File: src/rtl/reset_sequencer_pkg.sv
// Shared types for the reset sequencer: FSM states, reset-cause encoding and
// a sizing helper for the shared release counter.
package reset_sequencer_pkg;

  typedef enum logic [2:0] {
    ST_HOLD       = 3'd0,
    ST_REL_BUS    = 3'd1,
    ST_REL_PERIPH = 3'd2,
    ST_REL_CORE   = 3'd3,
    ST_RUN        = 3'd4
  } seq_state_e;

  typedef enum logic [1:0] {
    CAUSE_EXT = 2'd0,
    CAUSE_SW  = 2'd1,
    CAUSE_NDM = 2'd2,
    CAUSE_WDT = 2'd3
  } rst_cause_e;

  function automatic int unsigned max3(int unsigned a, int unsigned b, int unsigned c);
    int unsigned m;
    m = (a > b) ? a : b;
    return (m > c) ? m : c;
  endfunction

endpackage

File: src/rtl/rst_wdt.sv
// Watchdog for the reset sequencer: counts RUN cycles while enabled and
// flags a timeout in the cycle the count reaches WDT_CYCLES-1 unless kicked.
module rst_wdt #(
  parameter int unsigned WDT_CYCLES = 1_000_000
) (
  input  logic clk,
  input  logic rst_n,
  input  logic run,
  input  logic wdt_en,
  input  logic wdt_kick,
  output logic timeout
);

  localparam int unsigned WDT_W = $clog2(WDT_CYCLES) + 1;
  localparam logic [WDT_W-1:0] WDT_LAST = WDT_W'(WDT_CYCLES - 1);

  logic [WDT_W-1:0] wdt_cnt;

  // Saturating count; any kick, disable or exit from RUN clears it.
  always_ff @(posedge clk) begin
    if (!rst_n) begin
      wdt_cnt <= '0;
    end else if (!run || !wdt_en || wdt_kick) begin
      wdt_cnt <= '0;
    end else if (wdt_cnt != WDT_LAST) begin
      wdt_cnt <= wdt_cnt + WDT_W'(1);
    end
  end

  assign timeout = run && wdt_en && !wdt_kick && (wdt_cnt == WDT_LAST);

endmodule

File: src/rtl/reset_sequencer.sv
// Ordered reset release for the SoC: bus, then peripherals, then core, with
// soft, debug (ndmreset) and watchdog re-entry and a recorded reset cause.
module reset_sequencer
  import reset_sequencer_pkg::*;
#(
  parameter int unsigned HOLD_CYCLES = 16,
  parameter int unsigned PERIPH_DLY  = 8,
  parameter int unsigned CORE_DLY    = 8,
  parameter int unsigned WDT_CYCLES  = 1_000_000
) (
  input  logic       clk,
  input  logic       rst_n,
  input  logic       sw_rst_req,
  input  logic       ndmreset,
  input  logic       wdt_en,
  input  logic       wdt_kick,
  output logic       bus_rst_n,
  output logic       periph_rst_n,
  output logic       core_rst_n,
  output logic [1:0] rst_cause,
  output logic       seq_busy
);

  localparam int unsigned CNT_W = $clog2(max3(HOLD_CYCLES, PERIPH_DLY, CORE_DLY)) + 1;
  localparam logic [CNT_W-1:0] HOLD_LD   = CNT_W'(HOLD_CYCLES);
  localparam logic [CNT_W-1:0] PERIPH_LD = CNT_W'(PERIPH_DLY);
  localparam logic [CNT_W-1:0] CORE_LD   = CNT_W'(CORE_DLY);

  seq_state_e       state;
  rst_cause_e       cause_q;
  logic [CNT_W-1:0] cnt;
  logic             wdt_timeout;

  rst_wdt #(
    .WDT_CYCLES(WDT_CYCLES)
  ) u_wdt (
    .clk     (clk),
    .rst_n   (rst_n),
    .run     (state == ST_RUN),
    .wdt_en  (wdt_en),
    .wdt_kick(wdt_kick),
    .timeout (wdt_timeout)
  );

  assign rst_cause = cause_q;

  // Sequencer FSM; a count of 1 means this edge completes the current wait.
  always_ff @(posedge clk) begin
    if (!rst_n) begin
      state        <= ST_HOLD;
      cnt          <= HOLD_LD;
      bus_rst_n    <= 1'b0;
      periph_rst_n <= 1'b0;
      core_rst_n   <= 1'b0;
      cause_q      <= CAUSE_EXT;
      seq_busy     <= 1'b1;
    end else if (state == ST_RUN && (wdt_timeout || ndmreset || sw_rst_req)) begin
      state        <= ST_HOLD;
      cnt          <= HOLD_LD;
      bus_rst_n    <= 1'b0;
      periph_rst_n <= 1'b0;
      core_rst_n   <= 1'b0;
      seq_busy     <= 1'b1;
      cause_q      <= wdt_timeout ? CAUSE_WDT : (ndmreset ? CAUSE_NDM : CAUSE_SW);
    end else if (ndmreset) begin
      // Debug reset pins the sequence in HOLD until it drops.
      state        <= ST_HOLD;
      cnt          <= HOLD_LD;
      bus_rst_n    <= 1'b0;
      periph_rst_n <= 1'b0;
      core_rst_n   <= 1'b0;
      seq_busy     <= 1'b1;
      if (state != ST_HOLD) cause_q <= CAUSE_NDM;
    end else begin
      case (state)
        ST_HOLD: begin
          if (cnt <= CNT_W'(1)) begin
            state     <= ST_REL_BUS;
            bus_rst_n <= 1'b1;
            cnt       <= PERIPH_LD;
          end else begin
            cnt <= cnt - CNT_W'(1);
          end
        end
        ST_REL_BUS: begin
          if (cnt <= CNT_W'(1)) begin
            state        <= ST_REL_PERIPH;
            periph_rst_n <= 1'b1;
            cnt          <= CORE_LD;
          end else begin
            cnt <= cnt - CNT_W'(1);
          end
        end
        ST_REL_PERIPH: begin
          if (cnt <= CNT_W'(1)) begin
            state      <= ST_RUN;
            core_rst_n <= 1'b1;
            seq_busy   <= 1'b0;
          end else begin
            cnt <= cnt - CNT_W'(1);
          end
        end
        ST_RUN: begin
          state <= ST_RUN;
        end
        default: begin
          // ST_REL_CORE and illegal encodings are never entered; recover via HOLD.
          state        <= ST_HOLD;
          cnt          <= HOLD_LD;
          bus_rst_n    <= 1'b0;
          periph_rst_n <= 1'b0;
          core_rst_n   <= 1'b0;
          seq_busy     <= 1'b1;
        end
      endcase
    end
  end

endmodule
File: config.mk
export PLATFORM = sky130hd
export DESIGN_NAME = reset_sequencer
export DESIGN_NICKNAME = d
export VERILOG_FILES = /design/src/rtl/reset_sequencer_pkg.sv /design/src/rtl/rst_wdt.sv /design/src/rtl/reset_sequencer.sv
export SDC_FILE = /design/constraint.sdc
export NUM_CORES = 1
export LEC_CHECK = 0
export BUFFER_PORTS_ARGS = -buffer_cell sky130_fd_sc_hd__buf_2
export CAP_MARGIN = 20
export CORE_MARGIN = 2
export CORE_UTILIZATION = 50
export DETAILED_ROUTE_END_ITERATION = 16
export GPL_TIMING_DRIVEN = 0
export PLACE_DENSITY = 0.72
export SLEW_MARGIN = 30
export SYNTH_ARGS = -nofsm -noshare
export SYNTH_HDL_FRONTEND = slang
export SYNTH_SLANG_ARGS = --single-unit
export TNS_END_PERCENT = 50
File: constraint.sdc
create_clock -name clk -period 1.7 [get_ports clk]
set_input_delay 0 -clock clk [delete_from_list [all_inputs] [get_ports clk]]
set_output_delay 0 -clock clk [all_outputs]
set_load 0.01 [all_outputs]
==> results by group, run 1 <==
Run status
  – Status: complete, no violations

Worst setup path
  – Worst path slowest cell: or4_1
  – WP buf/inv: 1
  – R2R Setup Slk: 40 ps
  – Worst setup SP type: register
  – Crit path largest cell delay: 460 ps
  – Worst EP arrival: 1870 ps
  – Cell class contributing the biggest share of worst-path delay: simple AND/OR/NAND/NOR gates
  – Reg-to-reg endpoint: u_wdt.wdt_cnt[19]
  – Reg2Reg Depth: 5
  – Worst setup EP type: register
  – WS Path Type: reg -> reg
  – Crit-path cells: nand4_2 > or2_4 > buf_6 > or4_1 > a21oi_1
  – Worst path required time: 1910 ps
  – Worst reg2reg startpoint: u_wdt.wdt_cnt[8]
  – CP Max Fanout: 10

STA
  – Final worst-path cycle share: 97.6%
  – Clock Skew: 6.40 ps
  – Final worst-path setup slack: 40.0 ps
  – Fin crit period: 1660 ps
  – TNS Setup: 0 ps
  – Worst-Margin Slew: 467 ps
  – Slew Limit Fails: 0
  – Max-slew headroom: 68.4%
  – Max Clk Rate: 602 MHz
  – Hold Violations, Final: 0
  – Finish-stage setup viols: 0
  – RSZ-0062 raised after global routing: yes

Yosys
  – Post-synth cell types: 50
  – Top cell type's share of synthesized area: 37.2%
  – Dominant cell type by area after synthesis: dfxtp_1
  – Yosys warnings: 0
  – EDFF count, synth: 0
  – Top-count cell post-synth: dfxtp_1
  – Main flop type after synthesis: dfxtp_1
  – Synth top cells by count: 35 x dfxtp_1, 21 x a21oi_1, 13 x nor2_1, 12 x nand2_1, 12 x nand3_1
  – Synthesized Nets: 234
  – Ranking of synthesized cells by area: dfxtp_1 37%, a21oi_1 5.6%, or4_1 4.4%, nand3_1 3.2%, o31ai_1 3.2%
  – Mean Syn Cell Area: 8.37 um2
  – Mapped cell area: 1880 um2
  – Cells after Synth: 225
  – #FFs+latches synth: 35
  – FFs w/ async S/R, synth: 0%
  – Sequential fraction of the synthesis area: 37.2%

Place
  – Pre-CTS setup slack: -294 ps
  – IO Port Bufs: 11
  – Post-DP HPWL: 2.89 mm
  – Placer congestion estimate: 0.797
  – DP Cell Count: 284

Route
  – Via/cell ratio: 6.03
  – Final antenna-violating net count: 0
  – Final wirelength: 4.30 mm
  – Detailed-route via count: 1,762
  – Starting DRT DRC Count: 91
  – DRT Pass-1 Iters: 4
  – DRC viols: 0
  – Avg WL per Cell: 14.7 um

Floorplan
  – IO Count: 12
  – Die H: 65.4 um
  – Initial core utilization: 51.9%
  – Die width: 65.4 um
  – Core Rows: 22
  – Core Box Area: 3630 um2
  – Die area: 4280 um2

Global route
  – All-Layer GR Usage: 22.0%
  – Vias in the first global route: 1,645
  – Grt ovf: 0
  – Initial antenna violation count: 0
  – Pin count of the biggest net entering global routing: 11
  – First-pass GRT wire length: 7.31 mm

Worst hold path
  – Hold wc startpoint: ndmreset
  – Worst hold stages: 3
  – Hold WC Path Type: in -> reg
  – Hold Path Sink: rst_cause[1]

CTS
  – Root Driver: clkbuf_8
  – Number of buffers created by CTS: 5
  – Htree depth: 2
  – Worst skew pair latency: 280 ps
  – CTS clock-pin slew for the worst setup and hold paths: 60 ps
  – TritonCTS clock tree: yes
  – CTS sink cnt: 35
  – Clock buffer depth: 2

Cells and area
  – Final core utilization: 60.6%
  – Layout cell share with drive strength beyond 1: 25.0%
  – Synthesis-to-layout area growth: 16.9%
  – Fillers: 334
  – Ant. Diodes: 0
  – Multi-input logic area: 1170 um2
  – Nets: 254
  – Storage cell area: 722 um2
  – Final Non-Filler Cells: 292

Power and ir drop
  – Sequential share of power: 55.7%
  – NetSw: 0.359 mW
  – Power, Total: 1.52 mW
  – Worst VDD drop: 0.355 mV
  – Switching share of power: 23.6%
  – Power density cells: 691 nW/um2
  – Comb pwr share: 8.2%
  – Int Power: 1.16 mW
  – Clock Power Share: 36.0%
  – LEAKAGE: 0.734 nW

Job
  – Maxcap violations: 0
## timing repair
action	CTS	global route
cloned	0	0
hold endpoints to repair	2	0
pin swaps	0	3
setup endpoints to repair	31	26
hold buffers	1	0
gates resized for setup	17	26
buffers inserted	0	2
## metrics by stage
step | hold slack, ps | cell area, um2
after floorplan | 138 | 1890
after global placement | 291 | 2000
after detailed placement | 298 | 2000
after CTS | 44.0 | 2130
after global routing | 86.2 | 2200
final | 54.7 | 2200
## worst reg2reg max path: stages, from the launching register on
cell	delay (ps)
dfxtp_2	380
nand4_2	160
or2_4	310
buf_6	140
or4_1	460
a21oi_1	150
## worst max path at each step
stage	from	endpoint	slack (ps)	depth (start not counted)
final	u_wdt.wdt_cnt[8]	u_wdt.wdt_cnt[19]	40	5
after CTS	u_wdt.wdt_cnt[0]	u_wdt.wdt_cnt[18]	9	5
after global placement	state[1]	u_wdt.wdt_cnt[13]	-260	5
after detailed placement	state[1]	u_wdt.wdt_cnt[13]	-290	5
after floorplan	cnt[1]	cnt[4]	10	6
after global routing	u_wdt.wdt_cnt[7]	u_wdt.wdt_cnt[5]	-20	5
## power by group through the flow
stage                     logic (mW)  clock network, mW  registers (mW)
after global placement         0.107                  0           0.870
after floorplan               0.0849                  0           0.866
after CTS                      0.115              0.568           0.851
after detailed placement       0.108                  0           0.870
final                          0.126              0.548           0.848
after global routing           0.141              0.595           0.850
## final cells by class
| class | count | share of cell area (%) |
|---|---|---|
| Inverter | 6 | 1.02 |
| Tap cell | 48 | 2.73 |
| Multi-Input combinational cell | 172 | 53.0 |
| Buffer | 11 | 3.52 |
| Clock buffer | 6 | 3.30 |
| Sequential cell | 35 | 32.8 |
| Timing Repair Buffer | 14 | 3.64 |
## state kept, by name, summed over array words and instances (netlist names)
name / cells
periph_rst_n: 1
bus_rst_n: 1
rst_cause: 2
u_wdt.wdt_cnt: 21
cnt: 5
core_rst_n: 1
seq_busy: 1
state: 3
## cell families (layout without fill, tap and decap cells)
kind of cell / Yosys count / after routing / share of synthesized area, %
AO/OA/AOI/OAI: 58 / 58 / 19.2
XOR/XNOR: 6 / 6 / 2.79
flip-flops: 35 / 35 / 37.2
multiplexers: 3 / 3 / 1.59
buffers and inverters: 18 / 37 / 4.32
AND/OR/NAND/NOR: 102 / 102 / 32.9
adder cells (fa/ha/maj): 3 / 3 / 1.99
## routing by layer
layer | GRT usage [%] | wire (um) | vias up
li1 | - | - | 896
met1 | 27.6 | 2050 | 832
met2 | 36.7 | 2080 | 30
met3 | 5.14 | 126 | 4
met4 | 7.81 | 50 | 0
met5 | 0 | 0 | -
## cell usage in the layout (no fill, tap or decap), types with 5 or more instances in the layout
cell type,Yosys,routed
nor2_1,13,13
nand2_1,12,11
dfxtp_2,0,5
o31ai_1,8,8
or4_1,11,10
clkbuf_8,0,5
nand4_1,7,7
a21oi_1,21,19
nor3_1,9,9
buf_2,2,13
o21ai_0,10,10
nand3_1,12,11
dfxtp_1,35,26
(Power assumes the default switching activity.)
==> run 2, diff against run 1 <==
Settings changed: GPL_TIMING_DRIVEN 0 to 1.
==> run 2 against run 1 <==
Sequential share of layout area shrank 1.4 points. Count of clock-buffer cells in the layout is the same. Sequential power is essentially flat. Combinational power grew 14%. Design area grew 2.3%. Critical endpoint is now cnt[0]. Largest power group unchanged.
==> results by group, run 2 (synthesized netlist as in run 1, its figures left out) <==
Run status
  – Status: complete, no violations

CTS
  – CTS clock-pin slew for the worst setup and hold paths: 70 ps
  – Number of buffers created by CTS: 5
  – Clock buffer depth: 2
  – TritonCTS clock tree: yes
  – Root Driver: clkbuf_8
  – Htree depth: 2
  – CTS sink cnt: 35
  – Worst skew pair latency: 290 ps
  – Setup bufs post-CTS: 0

Route
  – Final antenna-violating net count: 0
  – DRC viols: 0
  – Starting DRT DRC Count: 76
  – Avg WL per Cell: 13.8 um
  – Final wirelength: 4.22 mm
  – Via/cell ratio: 5.82
  – Detailed-route via count: 1,776
  – DRT Pass-1 Iters: 4

STA
  – Clock Skew: 10.5 ps
  – TNS Setup: 0 ps
  – RSZ-0062 raised after global routing: no
  – Worst-Margin Slew: 317 ps
  – Max Clk Rate: 617 MHz
  – Finish-stage setup viols: 0
  – Fin crit period: 1620 ps
  – Max-slew headroom: 78.7%
  – Hold Violations, Final: 0
  – Final worst-path cycle share: 95.4%
  – Slew Limit Fails: 0

Power and ir drop
  – Power density cells: 683 nW/um2
  – NetSw: 0.358 mW
  – Sequential share of power: 55.1%
  – Int Power: 1.18 mW
  – Comb pwr share: 9.3%
  – Clock Power Share: 35.6%
  – Worst VDD drop: 0.648 mV
  – Switching share of power: 23.3%
  – LEAKAGE: 0.804 nW

Global route
  – Vias in the first global route: 1,642
  – Pin count of the biggest net entering global routing: 19
  – Grt ovf: 0
  – Initial antenna violation count: 0
  – All-Layer GR Usage: 21.9%
  – First-pass GRT wire length: 7.25 mm

Floorplan
  – Die width: 65.4 um
  – Core Rows: 22
  – Die H: 65.4 um
  – IO Count: 12
  – Initial core utilization: 51.9%
  – Die area: 4280 um2
  – Core Box Area: 3630 um2

Worst setup path
  – Worst EP arrival: 1800 ps
  – WS Path Type: reg -> reg
  – Worst path required time: 1880 ps
  – Worst setup EP type: register
  – Worst setup SP type: register
  – CP Max Fanout: 6

Worst hold path
  – Hold WC Path Type: in -> reg

Cells and area
  – Layout cell share with drive strength beyond 1: 25.7%
  – Largest regs: u_wdt.wdt_cnt x21, cnt x5, state x3
  – Nets: 267
  – Leading cell type in the layout, fill and taps excluded: dfxtp_1
  – Ant. Diodes: 0
  – Synthesis-to-layout area growth: 19.5%
  – Design area: 2250 um2
  – Reg with most FFs: u_wdt.wdt_cnt
  – Final core utilization: 62.0%
  – Max reg flops: 21
  – Most frequent cells in the layout: 30 x dfxtp_1, 26 x buf_4, 21 x a21oi_1

Place
  – Placer congestion estimate: 0.863
  – IO Port Bufs: 11
  – Post-DP HPWL: 3.05 mm
  – Placed instance area: 2140 um2

Job
  – Maxcap violations: 0
## run 2: cell count changes in the layout (fill, tap and decap cells not counted), moves of 2 or more
| cell | previous run | this run |
|---|---|---|
| dfxtp_4 | 4 | 0 |
| clkbuf_2 | 3 | 0 |
| buf_6 | 4 | 0 |
| buf_2 | 13 | 11 |
| dfxtp_1 | 26 | 30 |
| a21oi_2 | 2 | 0 |
| buf_4 | 2 | 26 |
| a21oi_1 | 19 | 21 |
## run 2: per-layer routing
layer	wire length, um	up-vias	part of all wire (%)	track usage (%)
met5	0	-	0	0
met4	59	0	1.4	7.03
met3	137	6	3.2	5.65
met2	2060	23	49	37.8
met1	1960	832	46	26.4
li1	-	915	-	-
## run 2: layout make-up
type,instances,area (um2)
Fill cell,328,1380
Timing Repair Buffer,38,260
Inverter,6,22.5
Sequential cell,35,707
Tap cell,48,60.1
Multi-Input combinational cell,172,1130
Clock buffer,6,72.6
## run 2: through the flow
| stage | cells | worst slack (ps) | power (mW) | hold WS [ps] |
|---|---|---|---|---|
| final | 305 | 78.6 | 1.54 | 52.1 |
| after global placement | 298 | 32.0 | 0.998 | 299 |
| after global routing | 305 | 18.5 | 1.60 | 99.8 |
| after CTS | 305 | 47.5 | 1.55 | 40.5 |
| after floorplan | 225 | 12.4 | 0.951 | 138 |
| after detailed placement | 298 | -25.1 | 1.00 | 301 |
## run 2: power groups by stage
| stage | clock network, mW | logic [mW] | registers, mW |
|---|---|---|---|
| floorplan | 0 | 0.0849 | 0.866 |
| global placement | 0 | 0.134 | 0.864 |
| detailed placement | 0 | 0.137 | 0.864 |
| CTS | 0.565 | 0.143 | 0.847 |
| global route | 0.594 | 0.163 | 0.848 |
| finish | 0.547 | 0.144 | 0.847 |
## run 2: worst max-delay path: stages (launching register included)
cell and delay [ps]:
dfxtp_1 330, inv_2 70, ha_1 120, o21ba_2 180, or4_1 530, a21oi_1 190, a31oi_1 90
## run 2: what timing repair did
item	CTS	global route
pin swaps	0	0
gates cloned	0	0
hold buffers	1	0
endpoints found under the hold margin	1	0
gates resized for setup	3	9
endpoints found under the setup margin	1	29
## run 2: path summary, 6_finish.rpt
kind	from	end	slack (ps)	depth (start not counted)
worst max-delay path	cnt[1]	cnt[0]	80	6
worst min-delay path	ndmreset	rst_cause[1]	50	3
worst max register to register	cnt[1]	cnt[0]	80	6
worst min register to register	core_rst_n	core_rst_n	460	2
==> run 3, diff against run 2 <==
Settings changed: ABC_AREA set to 1.
==> run 3 against run 2 <==
Routed wire length down 5.9%. Count of clock-buffer cells in the layout up 2. Largest cell class unchanged. Combinational power down 6%. Largest power group unchanged. Hold slack worse by 20 ps. Power up 6.8%. Design area down 5.1%. Clock skew about the same. Maximum frequency up 2.9%.
==> results by group, run 3 <==
Place
  – Placed instance area: 1990 um2
  – IO Port Bufs: 11
  – Placer congestion estimate: 0.846
  – Post-DP HPWL: 2.86 mm
  – Pre-CTS setup slack: 34.8 ps

Worst hold path
  – Hold wc startpoint: ndmreset
  – Hold WC Path Type: in -> reg

Cells and area
  – Nets: 302
  – Synthesis-to-layout area growth: 15.1%
  – Max reg flops: 21
  – Layout cell share with drive strength beyond 1: 18.4%
  – Fillers: 339
  – Largest regs: u_wdt.wdt_cnt x21, cnt x5, state x3
  – Reg with most FFs: u_wdt.wdt_cnt
  – Design area: 2140 um2
  – Ant. Diodes: 0
  – Leading cell type in the layout, fill and taps excluded: nand2_1
  – Most frequent cells in the layout: 56 x nand2_1, 36 x inv_1, 33 x dfxtp_1

CTS
  – Clock buffer depth: 2
  – Number of buffers created by CTS: 5
  – Root Driver: clkbuf_8
  – CTS sink cnt: 35
  – TritonCTS clock tree: yes
  – Worst skew pair latency: 290 ps
  – CTS clock-pin slew for the worst setup and hold paths: 70 ps
  – Htree depth: 2

Yosys
  – Synth Area in Adders: 2.02%
  – Mux cell area share after synthesis: 0%
  – #FFs+latches synth: 35
  – Post-synth cell types: 31
  – Synthesized Nets: 280
  – Dominant cell type by area after synthesis: dfxtp_1
  – EDFF count, synth: 0
  – FFs w/ async S/R, synth: 0%
  – Largest family of logic cells by synthesized area: simple AND/OR/NAND/NOR gates
  – Mapped cell area: 1860 um2
  – Ranking of synthesized cells by area: dfxtp_1 38%, nand2_1 12%, a21oi_1 7.8%, inv_1 7.5%, nor2_1 5.3%
  – Compound-gate portion of the synthesized area: 13.3%
  – Sequential fraction of the synthesis area: 37.7%
  – Yosys warnings: 0
  – Simple-Gate Fraction of Synth Area: 34.8%
  – Top-count cell post-synth: nand2_1
  – Top cell type's share of synthesized area: 37.7%
  – Cells after Synth: 271
  – Main flop type after synthesis: dfxtp_1
  – Post-synthesis xor/xnor area fraction: 1.89%
  – Mean Syn Cell Area: 6.85 um2
  – Synth top cells by count: 58 x nand2_1, 37 x inv_1, 35 x dfxtp_1, 29 x a21oi_1, 26 x nor2_1

Global route
  – Initial antenna violation count: 0
  – First-pass GRT wire length: 6.91 mm
  – Grt ovf: 0
  – Vias in the first global route: 1,625
  – Pin count of the biggest net entering global routing: 12
  – All-Layer GR Usage: 20.9%

Worst setup path
  – Worst setup EP type: register
  – Worst EP arrival: 1750 ps
  – Worst reg2reg startpoint: u_wdt.wdt_cnt[1]
  – CP startpoint: u_wdt.wdt_cnt[1]
  – Worst path required time: 1880 ps
  – Worst setup SP type: register
  – WS Path Type: reg -> reg
  – CP Max Fanout: 5

STA
  – Worst-Margin Slew: 316 ps
  – Hold Violations, Final: 0
  – Fin crit period: 1580 ps
  – Finish-stage setup viols: 0
  – Clock Skew: 10.7 ps
  – TNS Setup: 0 ps
  – Max Clk Rate: 635 MHz
  – Slew Limit Fails: 0
  – Final worst-path setup slack: 124 ps
  – Final worst-path cycle share: 92.7%
  – Max-slew headroom: 78.8%
  – Final hold slack: 31.7 ps

Route
  – DRC viols: 0
  – Avg WL per Cell: 11.6 um
  – Top sig layer: met4
  – Wl on met1: 1.93 mm
  – Via/cell ratio: 5.12
  – DRT Pass-1 Iters: 4
  – Starting DRT DRC Count: 135
  – Met2 wire len: 1.84 mm
  – Final wirelength: 3.97 mm
  – Final antenna-violating net count: 0
  – Met3 wire length: 167 um
  – Detailed-route via count: 1,751

Floorplan
  – Die H: 64.9 um
  – IO Count: 12
  – Die width: 64.9 um
  – Core Box Area: 3610 um2
  – Core Rows: 22
  – Initial core utilization: 51.5%
  – Die area: 4220 um2

Run status
  – Status: complete, no violations

Power and ir drop
  – Power, Total: 1.64 mW
  – LEAKAGE: 0.877 nW
  – Worst VDD drop: 0.359 mV
  – Power density cells: 768 nW/um2

Job
  – Maxcap violations: 0
run 3: cell count changes after synthesis, moves of 6 or more:
cell      delta
nand2_1     +46
inv_1       +31
nor2_1      +13
or4_1       -11
a21oi_1      +8
inv_2        +8
o31ai_1      -8
clkbuf_1     -6
nand3_1      +6
run 3: report_power, final:
part	switching (mW)	internal, mW
Combinational	0.0810	0.0550
Clock	0.295	0.370
Sequential	0.00718	0.834
Total	0.383	1.26
run 3: worst paths after layout:
check	endpoint	slack, ps	depth (start not counted)
setup / recovery	u_wdt.wdt_cnt[11]	120	11
hold / removal	rst_cause[0]	30	4
setup reg to reg	u_wdt.wdt_cnt[11]	120	11
hold reg to reg	cnt[3]	450	2
run 3: critical path: stages, from the launching register on:
cell,delay [ps]
dfxtp_2,340
ha_1,200
nand2_2,100
nor2_4,40
nand3_2,80
nor2_4,40
nand2_2,100
nand4_2,140
nor2_4,170
nand2_1,90
o21ai_1,120
nor2_1,50
run 3: final cells by class:
cell class	count	area [um2]	area share (%)
clock buffer	8	100	4.68
sequential	35	703	32.9
multi-input combinational	188	995	46.5
timing repair buffer	18	110	5.15
tap	48	60.1	2.81
inverter	45	169	7.90
run 3: cell families (layout without fill, tap and decap cells):
logic type / after synthesis / in the layout
fa+ha+maj: 3 / 3
xor+xnor: 4 / 4
simple gates: 136 / 136
buf+inv: 48 / 71
flops: 35 / 35
compound gates: 45 / 45
run 3: stage by stage:
stage | instances | util [%]
2_1_floorplan | 271 | -
3_3_place_gp | 332 | 55.2
3_5_place_dp | 332 | 55.2
4_1_cts | 341 | 58.2
5_1_grt | 342 | 59.3
6_report | 342 | 59.3
run 3: layer usage:
| metal | vias up | GRT usage (%) |
|---|---|---|
| li1 | 922 | - |
| met1 | 784 | 26.7 |
| met2 | 39 | 33.9 |
| met3 | 6 | 5.21 |
| met4 | 0 | 7.45 |
| met5 | - | 0 |
run 3: timing repair:
item	CTS	global route
setup buffers	0	1
hold endpoints to repair	1	0
endpoints found under the setup margin	0	22
hold buffers	1	0
gates resized for setup	0	10
